--- config.mk ---
export PLATFORM = sky130hd
export DESIGN_NAME = hazard_sb
export DESIGN_NICKNAME = d
export VERILOG_FILES = /design/src/rtl/hazard_sb.sv
export SDC_FILE = /design/constraint.sdc
export NUM_CORES = 1
export LEC_CHECK = 0
export CORE_MARGIN = 8
export CORE_UTILIZATION = 40
export DETAILED_ROUTE_END_ITERATION = 6
export SKIP_CTS_REPAIR_TIMING = 1
export SLEW_MARGIN = 25
export SYNTH_ARGS = -nofsm -noshare
export SYNTH_HDL_FRONTEND = slang
export SYNTH_SLANG_ARGS = --single-unit
export TNS_END_PERCENT = 10
--- constraint.sdc ---
create_clock -name clk -period 8.3 [get_ports clk]
set_input_delay 1.66 -clock clk [delete_from_list [all_inputs] [get_ports clk]]
set_output_delay 1.66 -clock clk [all_outputs]
set_load 0.1 [all_outputs]
--- src/rtl/hazard_sb.sv ---
// Hazard unit with E-stage forwarding, load-use and scoreboard interlocks, and flush replay.
// Optional macro HAZARD_PERF_CNT_EN adds saturating il/d-cache/replay performance counters.
module hazard_sb #(
    parameter int NSRC = 2,
    parameter int RW   = 5,
    parameter int NREG = 32,
    parameter int LW_  = 6
) (
    input  logic                clk,
    input  logic                rst,
    input  logic                d_cache_stall,
    input  logic                i_cache_stall,
    input  logic                alu_stallE,
    input  logic                flush_jump_conflictE,
    input  logic                flush_pred_failedM,
    input  logic                flush_exceptionM,
    input  logic [NSRC*RW-1:0]  srcD,
    input  logic [NSRC-1:0]     src_validD,
    input  logic [NSRC*RW-1:0]  srcE,
    input  logic                regwriteE,
    input  logic                mem_readE,
    input  logic [RW-1:0]       writeregE,
    input  logic                lat_issueE,
    input  logic [LW_-1:0]      lat_cyclesE,
    input  logic                regwriteM,
    input  logic [RW-1:0]       writeregM,
    input  logic                regwriteW,
    input  logic [RW-1:0]       writeregW,
    output logic                stallF,
    output logic                stallD,
    output logic                stallE,
    output logic                stallM,
    output logic                stallW,
    output logic                flushF,
    output logic                flushD,
    output logic                flushE,
    output logic                flushM,
    output logic                flushW,
    output logic [NSRC*2-1:0]   forwardE,
    output logic [NREG-1:0]     sb_busy
`ifdef HAZARD_PERF_CNT_EN
    ,
    output logic [31:0]         perf_il_cnt,
    output logic [31:0]         perf_dc_cnt,
    output logic [31:0]         perf_replay_cnt
`endif
);

    logic            load_use;
    logic            sb_hit;
    logic            il;
    logic            f_d, f_e, f_m;
    logic            pend_d, pend_e, pend_m;
    logic            issue;
    logic [LW_-1:0]  sb_cnt [NREG];

    // MEM result is newer than WB, so it takes priority; register 0 is hardwired.
    always_comb begin
        forwardE = '0;
        for (int k = 0; k < NSRC; k++) begin
            if (srcE[k*RW +: RW] != '0 && regwriteM && srcE[k*RW +: RW] == writeregM)
                forwardE[k*2 +: 2] = 2'b01;
            else if (srcE[k*RW +: RW] != '0 && regwriteW && srcE[k*RW +: RW] == writeregW)
                forwardE[k*2 +: 2] = 2'b10;
        end
    end

    always_comb begin
        load_use = 1'b0;
        sb_hit   = 1'b0;
        for (int k = 0; k < NSRC; k++) begin
            if (src_validD[k]) begin
                if (srcD[k*RW +: RW] != '0 && mem_readE && regwriteE &&
                    srcD[k*RW +: RW] == writeregE)
                    load_use = 1'b1;
                if (sb_busy[srcD[k*RW +: RW]])
                    sb_hit = 1'b1;
            end
        end
    end

    assign il = load_use | sb_hit;

    assign stallM = d_cache_stall;
    assign stallW = d_cache_stall;
    assign stallE = d_cache_stall | alu_stallE;
    assign stallD = stallE | il | i_cache_stall;
    assign stallF = stallD & ~flush_exceptionM;

    assign f_d = flush_exceptionM | flush_pred_failedM |
                 (flush_jump_conflictE & ~d_cache_stall);
    assign f_e = flush_exceptionM | (flush_pred_failedM & ~alu_stallE) | (il & ~stallE);
    assign f_m = flush_exceptionM;

    // A stalled stage cannot take a flush now, so the pend bit replays it once the stall drops.
    assign flushF = 1'b0;
    assign flushD = (f_d | pend_d) & ~stallD;
    assign flushE = (f_e | pend_e) & ~stallE;
    assign flushM = (f_m | pend_m) & ~stallM;
    assign flushW = 1'b0;

    always_ff @(posedge clk or posedge rst) begin
        if (rst) begin
            pend_d <= 1'b0;
            pend_e <= 1'b0;
            pend_m <= 1'b0;
        end else begin
            if (flushD)
                pend_d <= 1'b0;
            else if (f_d && stallD)
                pend_d <= 1'b1;
            if (flushE)
                pend_e <= 1'b0;
            else if (f_e && stallE)
                pend_e <= 1'b1;
            if (flushM)
                pend_m <= 1'b0;
            else if (f_m && stallM)
                pend_m <= 1'b1;
        end
    end

    assign issue = lat_issueE && regwriteE && writeregE != '0 && lat_cyclesE != '0 &&
                   !stallE && !flush_exceptionM;

    // Counters retire results as W advances; a new issue overrides both reload and retire.
    always_ff @(posedge clk or posedge rst) begin
        if (rst) begin
            sb_busy <= '0;
            for (int r = 0; r < NREG; r++)
                sb_cnt[r] <= '0;
        end else begin
            for (int r = 0; r < NREG; r++) begin
                if (issue && writeregE == RW'(r)) begin
                    sb_busy[r] <= 1'b1;
                    sb_cnt[r]  <= lat_cyclesE;
                end else if (sb_busy[r] && !stallW) begin
                    sb_cnt[r] <= sb_cnt[r] - 1'b1;
                    if (sb_cnt[r] == LW_'(1))
                        sb_busy[r] <= 1'b0;
                end
            end
        end
    end

`ifdef HAZARD_PERF_CNT_EN
    logic [1:0]  replay_n;
    logic [32:0] replay_sum;

    assign replay_n = {1'b0, pend_d & ~f_d & ~stallD} +
                      {1'b0, pend_e & ~f_e & ~stallE} +
                      {1'b0, pend_m & ~f_m & ~stallM};
    assign replay_sum = {1'b0, perf_replay_cnt} + {31'd0, replay_n};

    always_ff @(posedge clk or posedge rst) begin
        if (rst) begin
            perf_il_cnt     <= '0;
            perf_dc_cnt     <= '0;
            perf_replay_cnt <= '0;
        end else begin
            if (il && perf_il_cnt != '1)
                perf_il_cnt <= perf_il_cnt + 32'd1;
            if (d_cache_stall && perf_dc_cnt != '1)
                perf_dc_cnt <= perf_dc_cnt + 32'd1;
            perf_replay_cnt <= replay_sum[32] ? '1 : replay_sum[31:0];
        end
    end
`endif

endmodule

==> impl_metrics.env <==
export IMPL_status="finished clean"
export IMPL_rsz0062_at_grt="false"
export IMPL_synth_xor_area_share_pct=12.4
export IMPL_tns_ps=0
export IMPL_synth_edf_count=0
export IMPL_worstMarginPinSlew_ps=998
export IMPL_timing_fmax_ghz=0.147
export IMPL_worstPathRequired_ps=6640
export IMPL_slew_headroom_pct=33.2
export IMPL_hpwl_um=23100
export IMPL_cp_slowest_cell="clkdlybuf4s50_1"
export IMPL_synth_cell_type_count=44
export IMPL_clk_pin_slew_ps=50
export IMPL_synth_compound_area_share_pct=10.0
export IMPL_path_buf_inv=2
export IMPL_tritoncts="done"
export IMPL_holdPathStages=1
export IMPL_p_per_area_mw_per_mm2=167
export IMPL_r2r_end="pend_d"
export IMPL_hold_start="sb_cnt[190]"
export IMPL_synth_seq_cells=227
export IMPL_min_to="sb_cnt[190]"
export IMPL_crit_chain="clkdlybuf4s50_1 -> mux4_1 -> mux4_2 -> o22ai_2 -> a2bb2oi_4 -> a31oi_1 -> clkdlybuf4s50_1"
export IMPL_synth_top_family_by_area="simple AND/OR/NAND/NOR gates"
export IMPL_reg2reg_from="sb_busy[2]"
export IMPL_drv_cap=0
export IMPL_synth_cells=1489
export IMPL_finalCritPeriodShare_pct=81.7
export IMPL_power_leakage_nw=6.64
export IMPL_die_area_mm2=0.0396
export IMPL_vias=10500
export IMPL_synth_simple_gate_area_share_pct=20.3
export IMPL_critPathMaxStageDelay_ps=990
export IMPL_die_width_um=199
export IMPL_layout_cells_non_filler=2032
export IMPL_min_period_ps=6780
export IMPL_ys_warn_count=0
export IMPL_end_kind="output pin"
export IMPL_gr_total_overflow=0
export IMPL_clock_path_buffers=3
export IMPL_reg2reg_depth=5
export IMPL_grt_pass1_wl_um=57400
export IMPL_hold_slack_ps=479
export IMPL_arrival_ps=5120
export IMPL_clockRootBuffer="clkbuf_16"
export IMPL_yosys_area_share_adder_pct=5.97
export IMPL_gp_congestion=0.875
export IMPL_drt_iter0_drc=642
export IMPL_drc=0
export IMPL_async_flop_share_pct=100
export IMPL_initial_core_util_pct=40.3
export IMPL_synthFlopType="dfrtp_1"
export IMPL_wl_per_cell_um=17.4
export IMPL_numCtsBuffers=27
export IMPL_die_height_um=199
export IMPL_io_pins=102
export IMPL_nets=1684
export IMPL_ir_worst_vdd_mv=0.142
export IMPL_finalHoldViolCount=0
export IMPL_drive_above_1_share_pct=7.08
export IMPL_insertion_delay_ps=530
export IMPL_crit_family="buffers and inverters"
export IMPL_worst_setup_path_type="input pin to output pin"
export IMPL_hold_path_class="register to register"
export IMPL_drt_first_pass_iters=4
export IMPL_grt_pass1_vias=10500
export IMPL_clock_sink_count=227
export IMPL_critPathLaunchType="input pin"
export IMPL_synth_area_mm2=0.0134
export IMPL_portBuffers=99
export IMPL_yosysSeqAreaShare_pct=42.4
export IMPL_cpMostUsedCell="clkdlybuf4s50_1"
export IMPL_finalMaxSlewViolations=0
export IMPL_synthMuxAreaShare_pct=4.38
export IMPL_skew_ps=13.2
export IMPL_critPathMaxFanout=10
export IMPL_dp_cells=1983
export IMPL_grt_max_degree=129
export IMPL_fill_cells=3175
export IMPL_syn_avg_cell_area_um2=9.00
export IMPL_htreeDepth=1
export IMPL_rows=67
export IMPL_syn_to_final_growth_pct=16.4
export IMPL_ant_nets=0
export IMPL_rrSetupSlack_ps=6100
export IMPL_grt_usage_pct=18.0
export IMPL_viasPerCell=5.17
export IMPL_wl_um=35300
export IMPL_setup_viol=0
export IMPL_core_area_mm2=0.0333
export IMPL_antenna_found_initial=8
## cell usage in the layout, fill, tap and decap left out, types with 9 or more instances in the layout
cell type        synthesis  layout
dfrtp_1                227     227
o21ai_0                126     126
clkbuf_16                0      27
clkbuf_1                33      10
nand2_1                201     201
mux2_2                  14      14
xnor2_1                121     121
nor2_1                 112     112
nor3_2                   4      10
clkdlybuf4s50_1          0      91
nand2b_1                36      36
nor3_1                 104      98
mux4_2                  10      10
ha_1                    64      64
o21ai_1                 12      12
nor4_1                  39      38
a21o_1                  21      21
or3_1                   10      10
inv_1                   69      67
xor2_1                  69      69
buf_4                    5      21
nand3_1                 60      60
a21oi_1                 74      74
nand4_1                  9       9
## synth_stat cells (2+ instances only)
library cell / n / area (um2)
o2111ai_2: 2 / 30.0
ha_1: 64 / 801
mux2_2: 14 / 158
a21oi_1: 74 / 370
nand2b_1: 36 / 225
xor2_1: 69 / 604
nand2_1: 201 / 754
or2_2: 3 / 18.8
or3_1: 10 / 62.6
xnor2_1: 121 / 1060
buf_4: 5 / 37.5
buf_1: 11 / 41.3
nand4_1: 9 / 56.3
o21ai_0: 126 / 631
o21ai_1: 12 / 60.1
buf_2: 23 / 115
nor3_1: 104 / 521
a2111oi_0: 2 / 17.5
clkbuf_1: 33 / 124
dfrtp_1: 227 / 5680
nand3_1: 60 / 300
a21o_1: 21 / 158
inv_1: 69 / 259
mux4_1: 7 / 184
nor4_1: 39 / 244
nor3_2: 4 / 40.0
mux2i_1: 2 / 20.0
mux4_2: 10 / 225
or4_1: 3 / 22.5
nor2_1: 112 / 420
nor4b_1: 3 / 26.3
## cell type report
| type | instances | area [um2] | share of cell area [%] |
|---|---|---|---|
| Antenna cell | 1 | 2.50 | 0.0160 |
| Clock buffer | 43 | 796 | 5.10 |
| Tap cell | 448 | 561 | 3.59 |
| Sequential cell | 227 | 5680 | 36.4 |
| Clock inverter | 5 | 25.0 | 0.160 |
| Timing Repair Buffer | 119 | 1100 | 7.08 |
| Inverter | 69 | 267 | 1.71 |
| Multi-Input combinational cell | 1120 | 7160 | 45.9 |
## how the worst max path moves through the flow
stage | startpoint | cells after the start | to | slack, ps
2_1_floorplan | srcE[5] | 4 | forwardE[3] | -120
3_3_place_gp | srcD[1] | 7 | flushE | 1540
3_5_place_dp | srcD[1] | 7 | flushE | 1510
4_1_cts | srcD[1] | 7 | flushE | 1500
5_1_grt | srcD[1] | 7 | flushE | 1400
6_report | srcD[1] | 7 | flushE | 1520
## kinds of logic after synthesis
kind of cell / count (synthesis)
compound gates: 244
xor+xnor: 190
fa+ha+maj: 64
buf+inv: 143
flops: 227
mux: 33
other cells: 1
simple gates: 587
## state kept, by name (all words and copies together) (netlist names)
| signal | flops |
|---|---|
| sb_cnt | 192 |
| pend_e | 1 |
| pend_d | 1 |
| sb_busy | 32 |
| pend_m | 1 |
## through the flow
step	cell area [um2]	setup WS (ps)	power [mW]	util, %
global route	15600	1400	2.72	46.9
global placement	14700	1540	1.51	44.3
detailed placement	14800	1510	1.52	44.4
finish	15600	1520	2.61	46.9
CTS	15600	1500	2.64	46.8
floorplan	13400	-117	1.41	-
## where the power goes
part           switching, mW  internal [mW]  total, mW
sequential            0.0435           1.15       1.19
combinational          0.185          0.117      0.301
clock                  0.459          0.650       1.11
## worst reg2reg max path: stages, from the launching register on
cell,delay (ps)
dfrtp_1,480
mux4_1,560
mux4_2,480
o22ai_2,210
a2bb2oi_4,240
a21oi_1,90
## per-layer routing
metal / wire length [um] / vias up / global-route usage (%)
li1: - / 5199 / -
met2: 16000 / 233 / 29.9
met1: 16400 / 4988 / 23.7
met4: 937 / 14 / 5.16
met3: 1970 / 76 / 3.45
met5: 84 / - / 0
Power figures use the tool's default switching activity.
